===== src/rtl/free_slot_manager.sv =====
// Free-slot bitmap with lowest-index allocation and multi-port release.
// Freed slots return to the pool one cycle after release; double releases raise a sticky flag.
module free_slot_manager #(
  parameter int DEPTH       = 32,
  parameter int RELEASE_NUM = 2,
  localparam int IW = (DEPTH > 1) ? $clog2(DEPTH) : 1,
  localparam int CW = $clog2(DEPTH) + 1
) (
  input  logic                      clk,
  input  logic                      rst,
  input  logic                      flush,
  input  logic                      alloc_ready,
  output logic                      alloc_valid,
  output logic [IW-1:0]             alloc_index,
  input  logic [RELEASE_NUM-1:0]    release_valid,
  input  logic [RELEASE_NUM*IW-1:0] release_index,
  output logic [CW-1:0]             free_count,
  output logic                      full,
  output logic                      empty,
  output logic                      double_rel_err
);

  logic [DEPTH-1:0] bitmap_q, bitmap_d;
  logic [CW-1:0]    count_q, count_d;
  logic             err_q, err_d;

  logic [DEPTH-1:0] alloc_mask;
  logic [DEPTH-1:0] release_mask;
  logic [DEPTH-1:0] port_mask;
  logic             rel_err;
  logic             fire;

  // Lowest set bit wins: scan from the top so the last hit is the lowest index.
  always_comb begin
    alloc_index = '0;
    for (int i = DEPTH - 1; i >= 0; i--) begin
      if (bitmap_q[i]) alloc_index = IW'(i);
    end
  end

  assign alloc_valid = |bitmap_q;
  assign fire        = alloc_valid & alloc_ready;

  always_comb begin
    alloc_mask = '0;
    if (fire) alloc_mask = DEPTH'(1) << alloc_index;
  end

  // A release is erroneous if the slot is already free or another port names it too.
  always_comb begin
    release_mask = '0;
    port_mask    = '0;
    rel_err      = 1'b0;
    for (int p = 0; p < RELEASE_NUM; p++) begin
      if (release_valid[p]) begin
        port_mask = DEPTH'(1) << release_index[p*IW +: IW];
        if ((bitmap_q & port_mask) != '0)     rel_err = 1'b1;
        if ((release_mask & port_mask) != '0) rel_err = 1'b1;
        release_mask = release_mask | port_mask;
      end
    end
  end

  always_comb begin
    if (flush) begin
      bitmap_d = '1;
      err_d    = err_q;
    end else begin
      bitmap_d = (bitmap_q & ~alloc_mask) | release_mask;
      err_d    = err_q | rel_err;
    end
    count_d = CW'($countones(bitmap_d));
  end

  always_ff @(posedge clk or posedge rst) begin
    if (rst) begin
      bitmap_q <= '1;
      count_q  <= CW'(DEPTH);
      err_q    <= 1'b0;
    end else begin
      bitmap_q <= bitmap_d;
      count_q  <= count_d;
      err_q    <= err_d;
    end
  end

  assign free_count     = count_q;
  assign full           = (count_q == CW'(DEPTH));
  assign empty          = (count_q == '0);
  assign double_rel_err = err_q;

endmodule


===== config.mk =====
export PLATFORM = sky130hd
export DESIGN_NAME = free_slot_manager
export DESIGN_NICKNAME = d
export VERILOG_FILES = /design/src/rtl/free_slot_manager.sv
export SDC_FILE = /design/constraint.sdc
export NUM_CORES = 1
export LEC_CHECK = 0
export ABC_AREA = 1
export ABC_CLOCK_PERIOD_IN_PS = 6000
export CAP_MARGIN = 20
export CORE_MARGIN = 2
export CORE_UTILIZATION = 55
export DETAILED_ROUTE_END_ITERATION = 8
export PLACE_DENSITY = 0.78
export SLEW_MARGIN = 20
export SYNTH_ARGS = -nofsm -noshare
export SYNTH_HDL_FRONTEND = slang
export SYNTH_SLANG_ARGS = --single-unit

===== constraint.sdc =====
create_clock -name clk -period 6 [get_ports clk]
set_input_delay 1.2 -clock clk [delete_from_list [all_inputs] [get_ports clk]]
set_output_delay 1.2 -clock clk [all_outputs]
set_load 0.01 [all_outputs]

==> results.cfg, run 1 <==
[yosys]
yosysSeqAreaShare_pct = 22.99
ys_dominant_reg_cell = sky130_fd_sc_hd__dfstp_2
ys_seq_elements = 39
post_synth.cell_area_avg_sq_um = 6.653
synth.cell_area_sq_um = 4424
synthesized_instance_count = 665
synth_warnings = 0
synth_cell_types = 53
synthesis.nets = 712
number_of_synthesized_flops_with_an_enable_pin = 0
synth_async_sr_flop_share_pct = 100.0

[clocking]
cts-buffers-inserted = 5
cts_htree_levels = 2
clock_sink_count = 39
maximum_clock_path_buffer_count = 2
cts-hold-fix-buffers = 0
clock_tree.root_cell = sky130_fd_sc_hd__clkbuf_8

[placed_design]
numPlacedInstances = 970
dp_hpwl_mm = 15.99
gp_routability_congestion = 1.047
placement.io_buffers = 30

[floorplanning]
dieWidth_um = 93.69
pin_count = 31
die_height_um = 93.69
rows = 32
start_util_pct = 56.96

[global_routing]
maximum_number_of_pins_on_one_net_before_global_route_repair = 40
grt_usage_pct = 67.69
grt-ovfl-total = 4

[timing]
grt_repair_worst_endpoint = free_count[3]$_DFF_PP0_/D
worstEpCategory = register input

[run_status]
outcome = did not finish
error_message = [ERROR GRT-0232] Routing congestion too high. Check the congestion heatmap in the GUI.
stop_stage = global routing (5_1_grt)
[metal layers]
layer	GRT usage [%]	overflow
met5	17.95	0
met4	63.16	3
met3	48.48	0
met2	84.76	1
met1	71.19	0
[logic make-up after synthesis]
group                      Yosys count  share of synthesized area, %
AOI/OAI and AO/OA                  107                         16.43
xor gates and xnor gates             3                        0.5940
adders and majority gates           31                         12.84
buffers and inverters              149                         12.70
DFF                                 39                         22.99
and+or+nand+nor                    336                         34.45
[repair_timing]
action	in CTS
buffers inserted	15
cloned	0
endpoints found under the setup margin	6
pin swaps	6
resized for setup	27
[cells in the mapped netlist, drive strengths merged, types with 6 or more instances]
cell type,instances,share of area [%]
dfstp,33,20
nand2,126,11
a21oi,25,3.3
inv,120,10
a211oi,9,1.5
nor3,23,2.6
nor2,91,8.2
o21ai,26,2.9
o22ai,12,1.7
nand3,57,6.8
ha,7,2.0
dfrtp,6,3.4
clkbuf,21,1.8
nor4,7,0.99
fa,24,11
nand4,29,4.1
[through the flow]
stage	setup TNS, ns	worst slack (ns)	area (sq um)
4_1_cts	-5.919	-1.131	6604
3_5_place_dp	-4.969	-0.9999	6289
2_1_floorplan	-1.093	-0.2592	4442
3_3_place_gp	-3.742	-0.7553	6289
==> run 2: changes to the inputs <==
--- a/config.mk
+++ b/config.mk
@@ -6,12 +6,12 @@
 export NUM_CORES = 1
 export LEC_CHECK = 0
 export ABC_AREA = 1
-export ABC_CLOCK_PERIOD_IN_PS = 6000
+export ABC_CLOCK_PERIOD_IN_PS = 7800
 export CAP_MARGIN = 20
 export CORE_MARGIN = 2
-export CORE_UTILIZATION = 55
+export CORE_UTILIZATION = 40
 export DETAILED_ROUTE_END_ITERATION = 8
-export PLACE_DENSITY = 0.78
+export PLACE_DENSITY_LB_ADDON = 0.15
 export SLEW_MARGIN = 20
 export SYNTH_ARGS = -nofsm -noshare
 export SYNTH_HDL_FRONTEND = slang
==> constraint.sdc (replaced) <==
create_clock -name clk -period 7.8 [get_ports clk]
set_input_delay 1.56 -clock clk [delete_from_list [all_inputs] [get_ports clk]]
set_output_delay 1.56 -clock clk [all_outputs]
set_load 0.01 [all_outputs]
==> run 2 against run 1 <==
The run now ends clean. Synthesized area stayed put. Synthesized cell count stayed put.
==> results.cfg, run 2 <==
[run_status]
outcome = completed

[yosys]
synthesis.nets = 712
number_of_synthesized_flops_with_an_enable_pin = 0
synth_cell_types = 53
synth.most_common_cell = sky130_fd_sc_hd__nand2_1
synth_top_area_share_pct = 19.60
ys_dominant_reg_cell = sky130_fd_sc_hd__dfstp_2
synth_async_sr_flop_share_pct = 100.0
synth.cells.most_frequent = sky130_fd_sc_hd__nand2_1 (120), sky130_fd_sc_hd__inv_1 (115), sky130_fd_sc_hd__nor2_1 (87), sky130_fd_sc_hd__nand3_1 (55), sky130_fd_sc_hd__dfstp_2 (33)
synth.area.top_cells = sky130_fd_sc_hd__dfstp_2 (20%), sky130_fd_sc_hd__fa_1 (11%), sky130_fd_sc_hd__nand2_1 (10%), sky130_fd_sc_hd__inv_1 (9.8%), sky130_fd_sc_hd__nor2_1 (7.4%)
synth_top_area_cell = sky130_fd_sc_hd__dfstp_2
post_synth.cell_area_avg_sq_um = 6.653
synthesized_instance_count = 665
yosysSeqAreaShare_pct = 22.99
synth.cell_area_sq_um = 4424
ys_seq_elements = 39
synth_warnings = 0

[setup_path]
timing.critical_path.from_type = primary input
end_kind = flip-flop
wp_data_required_ns = 8.04
worstSetupPathType = primary input to flip-flop
crit_arrival_ns = 7.57
critPathMaxFanout = 8

[timing]
clock-skew-final_ns = 0.01586
max_slew.worst_pin.slew_ns = 0.7352
slew_headroom_pct = 49.72
setup_total_negative_slack_ns = 0
report.final.hold_viol_count = 0
setup_viol_count_final = 0
final.period_utilization_pct = 93.96
report.final.slew_viol_count = 0
fin_ws_ns = 0.4709
finalCriticalPeriod_ns = 7.329
grt_setup_unrepaired = false
clock.fmax_ghz = 0.1364

[clocking]
path_clk_slew_ns = 0.09
cts-buffers-inserted = 5
clock_tree.root_cell = sky130_fd_sc_hd__clkbuf_8
postCtsSetupBuffers = 0
clock_sink_count = 39
tritoncts_clock_tree = done
maximum_clock_path_buffer_count = 2
cts_htree_levels = 2
clk_latency_ns = 0.32

[drt]
vias_per_cell = 5.905
drt.antenna.violating_nets = 0
dr_total_vias = 4960
drt_iter0_markers = 529
route.detailed.drc = 0
post_drt_wl_per_cell_um = 21.05
drt_pass1_iterations = 6
totalWireLength_mm = 17.68

[floorplanning]
die_area_sq_um = 11920
start_util_pct = 40.99
dieWidth_um = 109.2
pin_count = 31
rows = 38
core_sq_um = 10790
die_height_um = 109.2

[placed_design]
dpl_worst_slack_ns = 0.01771
gp_routability_congestion = 1.008
placement.io_buffers = 30
dp_hpwl_mm = 14.54

[cells_and_area]
regMostFlops = bitmap_q
diodes = 0
final_cell_mix = sky130_fd_sc_hd__nand2_1 (120), sky130_fd_sc_hd__inv_1 (115), sky130_fd_sc_hd__nor2_1 (87), sky130_fd_sc_hd__nand3_1 (55), sky130_fd_sc_hd__dfstp_2 (33)
final_common_cell = sky130_fd_sc_hd__nand2_1
number_of_nets_in_the_layout = 746
largest_reg_flops = 32
final_layout_size_suffix_gt1_share_pct = 12.86
areaGrowthSynthToFinish_pct = 14.54

[global_routing]
grt-ovfl-total = 0
antenna_violations_before_repair = 0
global_route_wire_length_before_repair_mm = 27.39
grt_usage_pct = 31.36
maximum_number_of_pins_on_one_net_before_global_route_repair = 40
first_global_vias = 4829

[power]
finalPower_mw = 0.5133
ir_drop_mv = 0.1051
power_density_of_the_placed_cells_nw_per_um2 = 101.3
p_leak_nw = 2.176

[worst_hold_path]
type_of_the_most_critical_hold_path = flip-flop to flip-flop

[flow_run]
drv.max_cap_violation_count = 0
[run 2: cell counts after synthesis]
Identical to the previous run, type by type.
[run 2: area by class of cell]
class,instances,area (sq um)
fill,1119,5725
multi-input combinational,477,2851
clock inverter,3,20.02
tap,140,175.2
sequential,39,1017
inverter,123,461.7
timing repair buffer,53,473.0
clock buffer,5,68.82
[run 2: logic make-up (layout without fill, tap and decap cells)]
logic type | after synthesis | in the layout | share of synthesized area, %
flops | 39 | 39 | 22.99
simple gates | 336 | 336 | 34.45
fa+ha+maj | 31 | 31 | 12.84
compound gates | 107 | 107 | 16.43
xor+xnor | 3 | 3 | 0.5940
buf+inv | 149 | 184 | 12.70
[run 2: final timing paths]
path / from / end / slack (ns) / cells after the start
worst min-delay path: bitmap_q[8]$_DFF_PP1_ / bitmap_q[8]$_DFF_PP1_ / 0.51 / 2
min in group asynchronous: rst / double_rel_err$_DFFE_PP0N_ / 1.68 / 3
worst min register to register: bitmap_q[8]$_DFF_PP1_ / bitmap_q[8]$_DFF_PP1_ / 0.51 / 2
worst max register to register: bitmap_q[31]$_DFF_PP1_ / free_count[4]$_DFF_PP0_ / 0.54 / 48
max in group asynchronous: rst / free_count[5]$_DFF_PP1_ / 5.73 / 3
worst max-delay path: release_index[7] / free_count[4]$_DFF_PP0_ / 0.47 / 22
[run 2: critical path: stages]
cell and delay (ns):
sky130_fd_sc_hd__clkdlybuf4s50_1 0.60, sky130_fd_sc_hd__inv_1 0.11, sky130_fd_sc_hd__nor3_1 0.31, sky130_fd_sc_hd__nand2_1 0.11, sky130_fd_sc_hd__nor2_1 0.11, sky130_fd_sc_hd__inv_1 0.10
sky130_fd_sc_hd__o211ai_1 0.37, sky130_fd_sc_hd__a21oi_2 0.10, sky130_fd_sc_hd__fa_1 0.53, sky130_fd_sc_hd__fa_1 0.55, sky130_fd_sc_hd__inv_1 0.05, sky130_fd_sc_hd__fa_1 0.48
sky130_fd_sc_hd__fa_1 0.56, sky130_fd_sc_hd__inv_1 0.05, sky130_fd_sc_hd__fa_1 0.49, sky130_fd_sc_hd__fa_1 0.41, sky130_fd_sc_hd__inv_1 0.07, sky130_fd_sc_hd__ha_1 0.13
sky130_fd_sc_hd__inv_1 0.07, sky130_fd_sc_hd__fa_1 0.45, sky130_fd_sc_hd__o21ai_0 0.22, sky130_fd_sc_hd__xor2_1 0.16
[run 2: power by group]
part           switching (mW)  internal, mW  total [mW]
Sequential            0.00531         0.213       0.218
Combinational          0.0893        0.0566       0.146
Clock                  0.0867        0.0624       0.149
Total                   0.181         0.332       0.513
[run 2: layer usage]
metal  GRT usage, %  vias up  share of wire, %
met4          14.10        0               5.0
met3          5.081       50               9.2
met5              0        -                 0
met1          42.31     2355                41
met2          49.38      280                44
li1               -     2275                 -
[run 2: per-stage QoR]
| step | cell area (sq um) | hold slack, ns | utilization (%) | cells |
|---|---|---|---|---|
| after floorplan | 4424 | 0.4653 | - | 665 |
| after global placement | 4972 | 0.4570 | 46.07 | 832 |
| after detailed placement | 4972 | 0.4846 | 46.07 | 832 |
| after CTS | 5061 | 0.5040 | 46.89 | 840 |
| after global routing | 5067 | 0.5324 | 46.95 | 840 |
| final | 5067 | 0.5076 | 46.95 | 840 |
[run 2: what timing repair did]
action,CTS,global route
endpoints found under the hold margin,0,0
hold buffers,0,0
endpoints found under the setup margin,0,3
resized for setup,0,1
(Power assumes the default switching activity.)
==> run 3: changes to the inputs <==
--- a/config.mk
+++ b/config.mk
@@ -6,11 +6,12 @@
 export NUM_CORES = 1
 export LEC_CHECK = 0
 export ABC_AREA = 1
-export ABC_CLOCK_PERIOD_IN_PS = 7800
+export ABC_CLOCK_PERIOD_IN_PS = 8000
 export CAP_MARGIN = 20
 export CORE_MARGIN = 2
 export CORE_UTILIZATION = 40
 export DETAILED_ROUTE_END_ITERATION = 8
+export GPL_TIMING_DRIVEN = 1
 export PLACE_DENSITY_LB_ADDON = 0.15
 export SLEW_MARGIN = 20
 export SYNTH_ARGS = -nofsm -noshare
==> constraint.sdc (replaced) <==
create_clock -name clk -period 8 [get_ports clk]
set_input_delay 1.6 -clock clk [delete_from_list [all_inputs] [get_ports clk]]
set_output_delay 1.6 -clock clk [all_outputs]
set_load 0.01 [all_outputs]
==> run 3 against run 2 <==
Die area unchanged. First-iteration DRC count down 7.2%. Setup slack better by 0.14 ns. Combinational power down 4%. Design area down 0.30%. Clock power up 15%. Global-route usage down 2.1 points. Critical path type unchanged. Critical endpoint unchanged. Largest cell class unchanged. Largest power group unchanged.
==> results.cfg, run 3 (synthesis gave the netlist of run 2 again) <==
[run_status]
outcome = completed

[clocking]
cts-buffers-inserted = 5
cts_htree_levels = 2
total_of_cells_resized_after_clock_tree_synthesis = 0
postCtsSetupBuffers = 0
clock_tree.root_cell = sky130_fd_sc_hd__clkbuf_8
clock_sink_count = 39
clk_latency_ns = 0.31
tritoncts_clock_tree = done
cts-hold-fix-buffers = 0
path_clk_slew_ns = 0.09
maximum_clock_path_buffer_count = 2

[setup_path]
crit_path_cell_trace = clkdlybuf4s50_1 -> inv_1 -> nor3_1 -> nand2_1 -> nor2_1 -> nand2_1 -> o211ai_1 -> a21oi_2 -> fa_1 -> fa_1 -> inv_1 -> fa_1 -> fa_1 -> inv_1 -> fa_1 -> fa_1 -> inv_1 -> ha_1 -> inv_1 -> fa_1 -> o21ai_0 -> xor2_1
critPathMaxFanout = 5
timing.critical_path.from_type = primary input
crit_arrival_ns = 7.63
end_kind = flip-flop
slowest_stage_cell_crit_path = sky130_fd_sc_hd__fa_1
max_stage_delay_ns = 0.56
worstSetupPathType = primary input to flip-flop
wp_data_required_ns = 8.24
cp_num_buf_inv = 6
path_common_cell = sky130_fd_sc_hd__fa_1
path_delay_family = adder cells

[power]
p_leak_nw = 2.167
power_density_of_the_placed_cells_nw_per_um2 = 104.0
ir_drop_mv = 0.09469

[drt]
totalWireLength_mm = 16.59
post_drt_wl_per_cell_um = 19.84
dr_total_vias = 4897
drt_iter0_markers = 491
drt_pass1_iterations = 9
drt.antenna.violating_nets = 0
route.detailed.drc = 0
vias_per_cell = 5.858

[cells_and_area]
largest_reg_flops = 32
post-route-util_pct = 46.81
final_cell_mix = sky130_fd_sc_hd__nand2_1 (120), sky130_fd_sc_hd__inv_1 (115), sky130_fd_sc_hd__nor2_1 (87), sky130_fd_sc_hd__nand3_1 (55), sky130_fd_sc_hd__dfstp_2 (33)
fill_cells = 1132
areaGrowthSynthToFinish_pct = 14.20
final_common_cell = sky130_fd_sc_hd__nand2_1
number_of_nets_in_the_layout = 742
regMostFlops = bitmap_q
final_layout_size_suffix_gt1_share_pct = 12.07
diodes = 0

[timing]
max_slew.worst_pin.slew_ns = 0.6303
grt_setup_unrepaired = false
finalCriticalPeriod_ns = 7.388
report.final.hold_viol_count = 0
setup_viol_count_final = 0
setup_total_negative_slack_ns = 0
report.final.slew_viol_count = 0
final.period_utilization_pct = 92.35
slew_headroom_pct = 57.93
clock.fmax_ghz = 0.1354
clock-skew-final_ns = 0.007820

[placed_design]
dp_hpwl_mm = 13.67
placement.io_buffers = 30
gp_routability_congestion = 1.057

[flow_run]
drv.max_cap_violation_count = 0

[floorplanning]
core_sq_um = 10790
die_area_sq_um = 11920
dieWidth_um = 109.2
pin_count = 31
rows = 38
die_height_um = 109.2
start_util_pct = 40.99

[global_routing]
grt_usage_pct = 29.25
first_global_vias = 4594
maximum_number_of_pins_on_one_net_before_global_route_repair = 40
antenna_violations_before_repair = 0
global_route_wire_length_before_repair_mm = 25.46
grt-ovfl-total = 0

[worst_hold_path]
type_of_the_most_critical_hold_path = flip-flop to flip-flop
## run 3: path summary, 6_finish.rpt
path	slack, ns	endpoint	depth (start not counted)	from
min in group asynchronous	1.72	double_rel_err$_DFFE_PP0N_	3	rst
worst min-delay path	0.48	double_rel_err$_DFFE_PP0N_	1	double_rel_err$_DFFE_PP0N_
max in group asynchronous	5.89	bitmap_q[5]$_DFF_PP1_	3	rst
worst min register to register	0.48	double_rel_err$_DFFE_PP0N_	1	double_rel_err$_DFFE_PP0N_
worst max register to register	0.85	free_count[4]$_DFF_PP0_	25	bitmap_q[19]$_DFF_PP1_
worst max-delay path	0.61	free_count[4]$_DFF_PP0_	22	release_index[0]
## run 3: where the power goes
group	total (mW)	internal, mW	switching, mW
combinational	0.140	0.0539	0.0861
clock	0.172	0.0931	0.0790
sequential	0.213	0.208	0.00535
total	0.525	0.355	0.170
## run 3: layer usage
layer,vias to the layer above,routed length (um),GRT usage (%),share of wire [%]
li1,2262,-,-,-
met1,2269,6895,40.10,42
met2,296,7020,43.48,42
met3,70,1493,3.885,9.0
met4,0,1177,18.17,7.1
met5,-,0,0,0
## run 3: through the flow
step | instances | power, mW | instance area (sq um) | hold slack [ns] | setup WS (ns)
after floorplan | 665 | 0.2920 | 4424 | 0.4653 | 1.165
after global placement | 828 | 0.3543 | 4942 | 0.4477 | 0.4702
after detailed placement | 828 | 0.3545 | 4942 | 0.4591 | 0.3196
after CTS | 836 | 0.5261 | 5052 | 0.4838 | 0.6485
after global routing | 836 | 0.5479 | 5052 | 0.5109 | 0.1649
final | 836 | 0.5252 | 5052 | 0.4766 | 0.6120
## run 3: cell type report
cell class | instances | area, sq um | share of cell area [%]
flip-flops and latches | 39 | 1017 | 20.13
repair buffers | 49 | 442.9 | 8.767
clock buffers | 6 | 72.57 | 1.436
multi-input cells | 477 | 2845 | 56.31
clock inverters | 2 | 37.54 | 0.7429
inverters | 123 | 461.7 | 9.138
well taps | 140 | 175.2 | 3.467
==> run 4: changes to the inputs <==
--- a/config.mk
+++ b/config.mk
@@ -10,6 +10,7 @@
 export CAP_MARGIN = 20
 export CORE_MARGIN = 2
 export CORE_UTILIZATION = 40
+export CTS_CLUSTER_SIZE = 40
 export DETAILED_ROUTE_END_ITERATION = 8
 export GPL_TIMING_DRIVEN = 1
 export PLACE_DENSITY_LB_ADDON = 0.15
==> results of run 4 <==
No change in the layout: final DEF, timing and power equal those of run 3.
